[config.mk]
export PLATFORM = sky130hd
export DESIGN_NAME = dec_scan_ctrl_flat
export DESIGN_NICKNAME = d
export VERILOG_FILES = /design/src/rtl/dec_scan_pkg.sv /design/src/rtl/dec_scan_ctrl_if.sv /design/src/rtl/dec_scan_ctrl_dwell_cnt.sv /design/src/rtl/dec_scan_ctrl.sv /design/src/flat_wrapper.sv
export SDC_FILE = /design/constraint.sdc
export NUM_CORES = 1
export LEC_CHECK = 0
export ABC_AREA = 1
export CAP_MARGIN = 20
export CORE_ASPECT_RATIO = 0.8
export CORE_UTILIZATION = 46
export CTS_BUF_LIST = sky130_fd_sc_hd__clkbuf_4
export DETAILED_ROUTE_END_ITERATION = 10
export PLACE_DENSITY = 0.77
export REMOVE_ABC_BUFFERS = 1
export SLEW_MARGIN = 10
export SYNTH_ARGS = -nofsm -noshare
export SYNTH_HDL_FRONTEND = slang
export SYNTH_SLANG_ARGS = --single-unit
[constraint.sdc]
create_clock -name clk -period 1.6 [get_ports clk]
set_input_delay 0.16 -clock clk [delete_from_list [all_inputs] [get_ports clk]]
set_output_delay 0.16 -clock clk [all_outputs]
set_load 0.01 [all_outputs]
[src/rtl/dec_scan_pkg.sv]
// Shared types and sizing helpers for the decoder scan sequencer.
package dec_scan_pkg;

  localparam int unsigned SEL_W = 3;

  typedef enum logic [1:0] {
    ST_IDLE  = 2'd0,
    ST_SHOW  = 2'd1,
    ST_BLANK = 2'd2
  } scan_state_t;

  // Wide enough to hold the longer of the two phase lengths.
  function automatic int unsigned cnt_w(input int unsigned dwell, input int unsigned blank);
    int unsigned m;
    m = (dwell > blank) ? dwell : blank;
    return $clog2(m + 1);
  endfunction

endpackage

[src/rtl/dec_scan_ctrl_if.sv]
// Control/status bundle between the scan sequencer and its controller.
interface dec_scan_ctrl_if;
  import dec_scan_pkg::*;

  logic             start;
  logic             stop;
  logic [SEL_W-1:0] sel;
  logic             en;
  logic             busy;
  logic             frame_done;

  modport master (output start, output stop,
                  input  sel, input en, input busy, input frame_done);
  modport slave  (input  start, input stop,
                  output sel, output en, output busy, output frame_done);
endinterface

[src/rtl/dec_scan_ctrl_dwell_cnt.sv]
// Loadable down-counter; zero flags the final cycle of the loaded phase.
module dwell_cnt #(
  parameter int unsigned W = 2
) (
  input  logic         clk,
  input  logic         rst_n,
  input  logic         load,
  input  logic [W-1:0] value,
  output logic         zero
);

  logic [W-1:0] cnt_q, cnt_d;
  logic         zero_q, zero_d;

  // zero is precomputed so it is registered alongside the count.
  always_comb begin
    cnt_d  = cnt_q;
    zero_d = zero_q;
    if (load) begin
      cnt_d  = value;
      zero_d = (value == '0);
    end else if (cnt_q != '0) begin
      cnt_d  = cnt_q - W'(1);
      zero_d = (cnt_q == W'(1));
    end else begin
      zero_d = 1'b1;
    end
  end

  always_ff @(posedge clk or negedge rst_n) begin
    if (!rst_n) begin
      cnt_q  <= '0;
      zero_q <= 1'b0;
    end else begin
      cnt_q  <= cnt_d;
      zero_q <= zero_d;
    end
  end

  assign zero = zero_q;

endmodule

[src/rtl/dec_scan_ctrl.sv]
// Scan sequencer: steps a decoder select through N_DIGIT digits with
// programmable dwell and blanking, pulsing frame_done at each frame end.
module dec_scan_ctrl
  import dec_scan_pkg::*;
#(
  parameter int unsigned DWELL   = 4,
  parameter int unsigned BLANK   = 1,
  parameter int unsigned N_DIGIT = 8
) (
  input  logic           clk,
  input  logic           rst_n,
  dec_scan_ctrl_if.slave bus
);

  localparam int unsigned      CW       = cnt_w(DWELL, BLANK);
  localparam logic [CW-1:0]    DWELL_LD = CW'(DWELL - 1);
  localparam logic [CW-1:0]    BLANK_LD = (BLANK > 0) ? CW'(BLANK - 1) : '0;
  localparam logic [SEL_W-1:0] LAST_SEL = SEL_W'(N_DIGIT - 1);

  scan_state_t      state_q, state_d;
  logic [SEL_W-1:0] sel_q, sel_d;
  logic             en_q, en_d;
  logic             busy_q, busy_d;
  logic             frame_done_q, frame_done_d;
  logic             pend_q, pend_d;

  logic             adv;
  logic             cnt_load;
  logic [CW-1:0]    cnt_value;
  logic             cnt_zero;

  dwell_cnt #(.W(CW)) u_dwell_cnt (
    .clk   (clk),
    .rst_n (rst_n),
    .load  (cnt_load),
    .value (cnt_value),
    .zero  (cnt_zero)
  );

  always_comb begin
    state_d      = state_q;
    sel_d        = sel_q;
    pend_d       = pend_q;
    frame_done_d = 1'b0;
    adv          = 1'b0;
    cnt_load     = 1'b0;
    cnt_value    = DWELL_LD;

    case (state_q)
      ST_IDLE: begin
        if (bus.start) begin
          state_d  = ST_SHOW;
          sel_d    = '0;
          pend_d   = bus.stop;
          cnt_load = 1'b1;
        end
      end
      ST_SHOW: begin
        pend_d = pend_q | bus.stop;
        if (cnt_zero) begin
          if (BLANK > 0) begin
            state_d   = ST_BLANK;
            cnt_load  = 1'b1;
            cnt_value = BLANK_LD;
          end else begin
            adv = 1'b1;
          end
        end
      end
      ST_BLANK: begin
        pend_d = pend_q | bus.stop;
        if (cnt_zero) adv = 1'b1;
      end
      default: state_d = ST_IDLE;
    endcase

    // Digit advance; the last digit closes the frame and honours a pending stop.
    if (adv) begin
      if (sel_q < LAST_SEL) begin
        sel_d    = sel_q + SEL_W'(1);
        state_d  = ST_SHOW;
        cnt_load = 1'b1;
      end else begin
        frame_done_d = 1'b1;
        sel_d        = '0;
        if (pend_d) begin
          state_d = ST_IDLE;
          pend_d  = 1'b0;
        end else begin
          state_d  = ST_SHOW;
          cnt_load = 1'b1;
        end
      end
    end

    en_d   = (state_d == ST_SHOW);
    busy_d = (state_d != ST_IDLE);
  end

  always_ff @(posedge clk or negedge rst_n) begin
    if (!rst_n) begin
      state_q      <= ST_IDLE;
      sel_q        <= '0;
      en_q         <= 1'b0;
      busy_q       <= 1'b0;
      frame_done_q <= 1'b0;
      pend_q       <= 1'b0;
    end else begin
      state_q      <= state_d;
      sel_q        <= sel_d;
      en_q         <= en_d;
      busy_q       <= busy_d;
      frame_done_q <= frame_done_d;
      pend_q       <= pend_d;
    end
  end

  assign bus.sel        = sel_q;
  assign bus.en         = en_q;
  assign bus.busy       = busy_q;
  assign bus.frame_done = frame_done_q;

endmodule

[src/flat_wrapper.sv]
// flat-port wrapper written by rule: the top's interface ports become plain ports
module dec_scan_ctrl_flat import dec_scan_pkg::*;
#(
  parameter int unsigned DWELL   = 4,
  parameter int unsigned BLANK   = 1,
  parameter int unsigned N_DIGIT = 8
)
  (clk, rst_n, bus_start, bus_stop, bus_sel, bus_en, bus_busy, bus_frame_done);
  dec_scan_ctrl_if bus_i ();
  input  logic clk;
  input  logic rst_n;
  input wire logic [$bits(bus_i.start)-1:0] bus_start;
  input wire logic [$bits(bus_i.stop)-1:0] bus_stop;
  output wire logic [$bits(bus_i.sel)-1:0] bus_sel;
  output wire logic [$bits(bus_i.en)-1:0] bus_en;
  output wire logic [$bits(bus_i.busy)-1:0] bus_busy;
  output wire logic [$bits(bus_i.frame_done)-1:0] bus_frame_done;
  assign bus_i.start = bus_start;
  assign bus_i.stop = bus_stop;
  assign bus_sel = bus_i.sel;
  assign bus_en = bus_i.en;
  assign bus_busy = bus_i.busy;
  assign bus_frame_done = bus_i.frame_done;
  dec_scan_ctrl #(.DWELL(DWELL), .BLANK(BLANK), .N_DIGIT(N_DIGIT)) u_core (.clk(clk), .rst_n(rst_n), .bus(bus_i));
endmodule
==> reports/qor.yml, run 1 <==
outcome: "complete, no violations"
reg2reg_depth: 8
leakage_uw: 0.000563
gp_congestion: 0.858
clock-sinks: 13
min_period_over_period: 0.931
crit_cells: 1
postSynthAreaPerCell_sq_um: 8.76
drc: 0
hp-class: "in -> async"
synth_flop_cell: "dfrtp_1"
cts_root_buf: "clkbuf_4"
dp_cells: 124
path_buf_inv: 1
ios: 10
critical_path_class: "reg -> out"
die_area_sq_um: 1940
synth_warnings: 0
startpoint: "u_core.bus.sel[2]"
ff2ff_setup_slack_ps: 130
die_h_microns: 39.6
worstPathMaxFanout: 4
seq_area_frac_synth: 0.399
cts_tree: "built"
rr_endpoint: "u_core.bus.busy"
ys_seq_elements: 13
pre_cts_ws_ps: 82.9
row_count: 13
gr-usage-all-layers: 0.183
reg2reg_from: "u_core.state_q[0]"
synth_edf_count: 0
path_cells: "clkdlybuf4s50_1"
yosysMostFrequentCell: "nand2_1"
nets: 122
firstDrtPassIters: 4
grt_max_degree: 14
slowest_stage: "clkdlybuf4s50_1"
crit_required_ps: 1440
grt-ovfl-total: 0
vias: 618
clock_latency_ps: 280
vias_per_cell: 4.75
setup_viol: 0
drt-initial-drc-count: 9
drt-wirelength-per-cell_microns: 12.4
ys_types: 19
start_kind: "flip-flop"
grt_pass1_vias: 534
path_clk_slew_ps: 90
port_buffers: 9
antenna_left: 0
finalHoldViolCount: 0
synth_area_leader_cell: "dfrtp_1"
setup_slack_ps: 111
crit_path_end_kind: "output port"
timing.final.crit_period_ps: 1490
max_stage_delay_ps: 580
fmax_mhz: 672
tightest_slew_ps: 587
grt_pass1_wl_microns: 2410
synth_area_sq_um: 815
synth_cells: 93
wirelength_microns: 1610
synth_top_cell_area_share: 0.399
area_growth_pct: 22.1
crit_family: "buffers and inverters"
crit_path_end: "bus_sel[2]"
power_density_nw_per_um2: 1920
antenna_found_initial: 0
utilization: 0.605
slew_viol_final: 0
die_width_microns: 49.0
crit_arrival_ps: 1330
maxCapViolations: 0
coreArea_sq_um: 1640
h-tree-depth: 1
async_reset_ff_frac: 1.00
cts_buffers: 3
yosys-top-cells-count: "nand2_1 (23), dfrtp_1 (13), inv_1 (12)"
fin_worst_skew_ps: 6.62
hpwl_microns: 1200
slew_headroom: 0.607
drive_gt1_frac: 0.222
ir_drop_mv: 0.981
synth.area.top_cells: "dfrtp_1 (40%), ha_1 (14%), nand2_1 (11%), nand3_1 (5.5%), inv_1 (5.5%)"
layout.cells.non_filler: 130
n_antenna_cell: 0
clockBufferDepth: 2
initial_core_util: 0.496
repair_timing:
| action | in CTS | in global routing |
|---|---|---|
| setup buffers | 0 | 2 |
| hold buffers | 0 | 0 |
| setup endpoints to repair | 0 | 6 |
| gates resized for setup | 0 | 6 |
through the flow:
| stage | setup TNS (ps) | cell area (sq um) | total power [uW] | hold WS [ps] |
|---|---|---|---|---|
| after global routing | -14.0 | 995 | 2100 | 279 |
| final | 0 | 995 | 1910 | 242 |
| after CTS | 0 | 960 | 1820 | 250 |
| after detailed placement | 0 | 932 | 1590 | 564 |
| after global placement | 0 | 932 | 1550 | 550 |
| after floorplan | 0 | 815 | 1320 | -136 |
worst min path at each step:
stage	cells past startpoint	endpoint	slack [ps]
2_1_floorplan	0	u_core.bus.busy	-140
3_3_place_gp	2	u_core.pend_q	550
3_5_place_dp	1	u_core.bus.frame_done	560
4_1_cts	1	u_core.bus.frame_done	250
5_1_grt	1	u_core.pend_q	280
6_report	1	u_core.bus.frame_done	240
registers in the layout, indices dropped and copies added, names as in the netlist:
register / flops
u_core.u_dwell_cnt.zero: 1
u_core.bus.busy: 1
u_core.u_dwell_cnt.cnt_q: 3
u_core.bus.en: 1
u_core.bus.sel: 3
u_core.bus.frame_done: 1
u_core.state_q: 2
u_core.pend_q: 1
metal layers:
metal / track usage / part of all wire / wire, microns
met1: 0.223 / 0.45 / 723
met2: 0.309 / 0.50 / 802
met5: 0 / 0 / 0
met4: 0.0441 / 0.0081 / 13
met3: 0.0698 / 0.044 / 71
report_power, final:
group,total (uW),internal (uW),leakage [uW],switching [uW]
registers,589,470,0.000164,119
clock network,208,92.8,0.0000177,115
logic,1120,476,0.000381,639
total,1910,1040,0.000563,873
cell type report:
class / instances / area, sq um
Fill cell: 141 / 648
Multi-Input combinational cell: 66 / 455
Sequential cell: 13 / 327
Timing Repair Buffer: 11 / 105
Inverter: 14 / 52.6
Tap cell: 22 / 27.5
Clock buffer: 3 / 22.5
Clock inverter: 1 / 5.00
layout by cell type, fill, tap and decap left out:
cell	synthesis	final
nand2_4	4	4
nand2_1	23	23
nand3_1	9	9
ha_1	9	7
clkbuf_4	0	3
o21ai_0	3	3
nor2_8	1	1
nor2_2	1	1
inv_1	12	10
o21ai_2	1	2
a21oi_1	1	1
dfrtp_2	0	1
ha_4	0	1
nand3b_1	1	1
nand3_4	1	1
dfrtp_1	13	12
nor3_1	1	1
clkinv_2	0	1
buf_4	0	2
inv_2	2	4
xor2_1	3	3
nand2_2	2	2
clkdlybuf4s50_1	0	9
ha_2	0	1
nor2_1	5	5
cells by family (layout without fill, tap and decap cells):
logic type / count (synthesis) / after routing / share of synthesized area
AO/OA/AOI/OAI: 6 / 6 / 0.0415
XOR/XNOR: 3 / 3 / 0.0323
adder cells (fa/ha/maj): 9 / 9 / 0.138
buffers and inverters: 14 / 29 / 0.0645
flip-flops: 13 / 13 / 0.399
AND/OR/NAND/NOR: 48 / 48 / 0.324
Power figures use the tool's default switching activity.
==> run 2: changes to the inputs <==
--- a/config.mk
+++ b/config.mk
@@ -5,7 +5,7 @@
 export SDC_FILE = /design/constraint.sdc
 export NUM_CORES = 1
 export LEC_CHECK = 0
-export ABC_AREA = 1
+export ABC_AREA = 0
 export CAP_MARGIN = 20
 export CORE_ASPECT_RATIO = 0.8
 export CORE_UTILIZATION = 46
==> run 2 against run 1 <==
  * Clock skew down 2.7 ps
  * Design area is 7.5% higher
  * Cell count decreased by 6.9%
  * Wire length grew 3.4%
  * Synthesized area shrank 3.5%
  * Via count is 2.3% higher
  * Non-clock buffer count increased by 10
  * Critical path type is now reg -> reg
  * Critical endpoint is now u_core.bus.en
  * Largest power group unchanged
  * Highest routed layer unchanged
==> reports/qor.yml, run 2 <==
timing.final.crit_period_ps: 1600
wirelength_microns: 1670
tightest_slew_ps: 561
crit_path_end_kind: "flip-flop"
coreArea_sq_um: 1490
grt_use_met3: 0.0841
cp_common_cell: "buf_4"
cts_root_buf: "clkbuf_4"
synth_flop_cell: "dfrtp_1"
crit_arrival_ps: 1800
power_density_nw_per_um2: 1890
cts_tree: "built"
grt_pass1_wl_microns: 2780
setup_viol: 0
synth_warnings: 0
row_count: 12
finalHoldViolCount: 0
h-tree-depth: 1
slew_viol_final: 0
synth.area.top_cells: "dfrtp_1 (41%), ha_1 (14%), nand2_1 (3.8%), inv_1 (3.3%), nor2_1 (2.9%)"
ys_seq_elements: 13
clockBufferDepth: 2
hp-class: "in -> async"
fmax_mhz: 626
area_growth_pct: 36.1
n_antenna_cell: 0
mostFrequentLayoutCell: "dfrtp_1"
synth_area_sq_um: 786
critical_path_class: "reg -> reg"
slew_headroom: 0.625
start_kind: "flip-flop"
hold_buffers: 0
cts_buffers: 3
grt_pass1_vias: 635
hpwl_microns: 1360
crit_required_ps: 1810
met2_usage: 0.407
pre_cts_ws_ps: -78.4
yosys-top-cells-count: "dfrtp_1 (13), ha_1 (9), nand2_1 (8)"
min_period_over_period: 0.998
vias: 632
yosysMostFrequentCell: "dfrtp_1"
clock-sinks: 13
path_buf_inv: 2
synth_edf_count: 0
drc: 0
die_h_microns: 39.0
ir_drop_mv: 1.38
synth_cells: 76
setup_tns_ps: 0
async_reset_ff_frac: 1.00
maxCapViolations: 0
outcome: "complete, no violations"
initial_core_util: 0.529
finalPower_uw: 2020
busiest_layer: "met2"
rsz0062_at_grt: "true"
drt-wirelength-per-cell_microns: 13.8
worstPathMaxFanout: 4
die_area_sq_um: 1880
grt_max_degree: 14
ios: 10
port_buffers: 9
seq_area_frac_synth: 0.414
layout_common_cells: "dfrtp_1 (13), buf_4 (11), clkdlybuf4s50_1 (9)"
leakage_uw: 0.000479
path_cells: "buf_4, ha_1, buf_4, a311oi_1, nor3_1, a21oi_1"
die_width_microns: 48.2
clock_latency_ps: 280
vias_per_cell: 5.22
gp_congestion: 0.820
firstDrtPassIters: 3
nets: 114
postSynthAreaPerCell_sq_um: 10.3
drt-initial-drc-count: 9
fin_worst_skew_ps: 3.88
drive_gt1_frac: 0.320
slowest_stage: "dfrtp_1"
max_stage_delay_ps: 400
gr-usage-all-layers: 0.233
gr-usage-met1: 0.254
setup_slack_ps: 3.75
path_clk_slew_ps: 80
ys_types: 28
crit_family: "compound AO/OA/AOI/OAI gates"
antenna_found_initial: 0
antenna_left: 0
grt-ovfl-total: 0
synth_area_leader_cell: "dfrtp_1"
synth_top_cell_area_share: 0.414
==> run 2: kinds of logic after synthesis <==
kind of cell,after synthesis,share of synthesized area
adder cells (fa/ha/maj),9,0.143
buffers and inverters,8,0.0398
flip-flops,13,0.414
AO/OA/AOI/OAI,21,0.240
AND/OR/NAND/NOR,23,0.137
multiplexers,1,0.0143
XOR/XNOR,1,0.0111
==> run 2: final cells by class <==
type	instances	area, sq um
Tap cell	21	26.3
Clock buffer	4	30.0
Multi-Input combinational cell	55	478
Timing Repair Buffer	21	184
Sequential cell	13	325
Inverter	7	26.3
Fill cell	112	417
==> run 2: power by group <==
part	total (uW)	leakage, uW	switching [uW]	internal (uW)
Combinational	1250	0.000295	618	636
Sequential	548	0.000166	93.0	455
Clock	222	0.0000184	109	114
==> run 2: worst paths after layout <==
kind	endpoint	slack, ps	depth (start not counted)	from
max	u_core.bus.en	4	6	u_core.state_q[1]
min	u_core.u_dwell_cnt.cnt_q[0]	230	1	rst_n
max reg2reg	u_core.bus.en	4	6	u_core.state_q[1]
min reg2reg	u_core.bus.sel[2]	560	1	u_core.bus.sel[2]
max in group asynchronous	u_core.bus.sel[1]	1000	1	rst_n
min in group clk	u_core.bus.sel[2]	560	1	u_core.bus.sel[2]
==> run 2: per-layer routing <==
layer / vias to the layer above / share of wire
met5: - / 0
met4: 0 / 0.0084
met3: 2 / 0.035
met2: 12 / 0.54
met1: 303 / 0.41
li1: 315 / -
==> run 2: through the flow <==
step | hold slack (ps) | instance area, sq um | utilization | cells
floorplan | -136 | 781 | - | 75
global placement | 499 | 980 | 0.659 | 116
detailed placement | 565 | 980 | 0.659 | 116
CTS | 250 | 1040 | 0.703 | 121
global route | 279 | 1070 | 0.720 | 121
finish | 233 | 1070 | 0.720 | 121
==> run 2: timing repair <==
item | in CTS | in global routing
setup buffers | 1 | 0
pin swaps | 6 | 5
gates resized for setup | 8 | 8
endpoints found under the hold margin | 0 | 0
endpoints found under the setup margin | 7 | 7
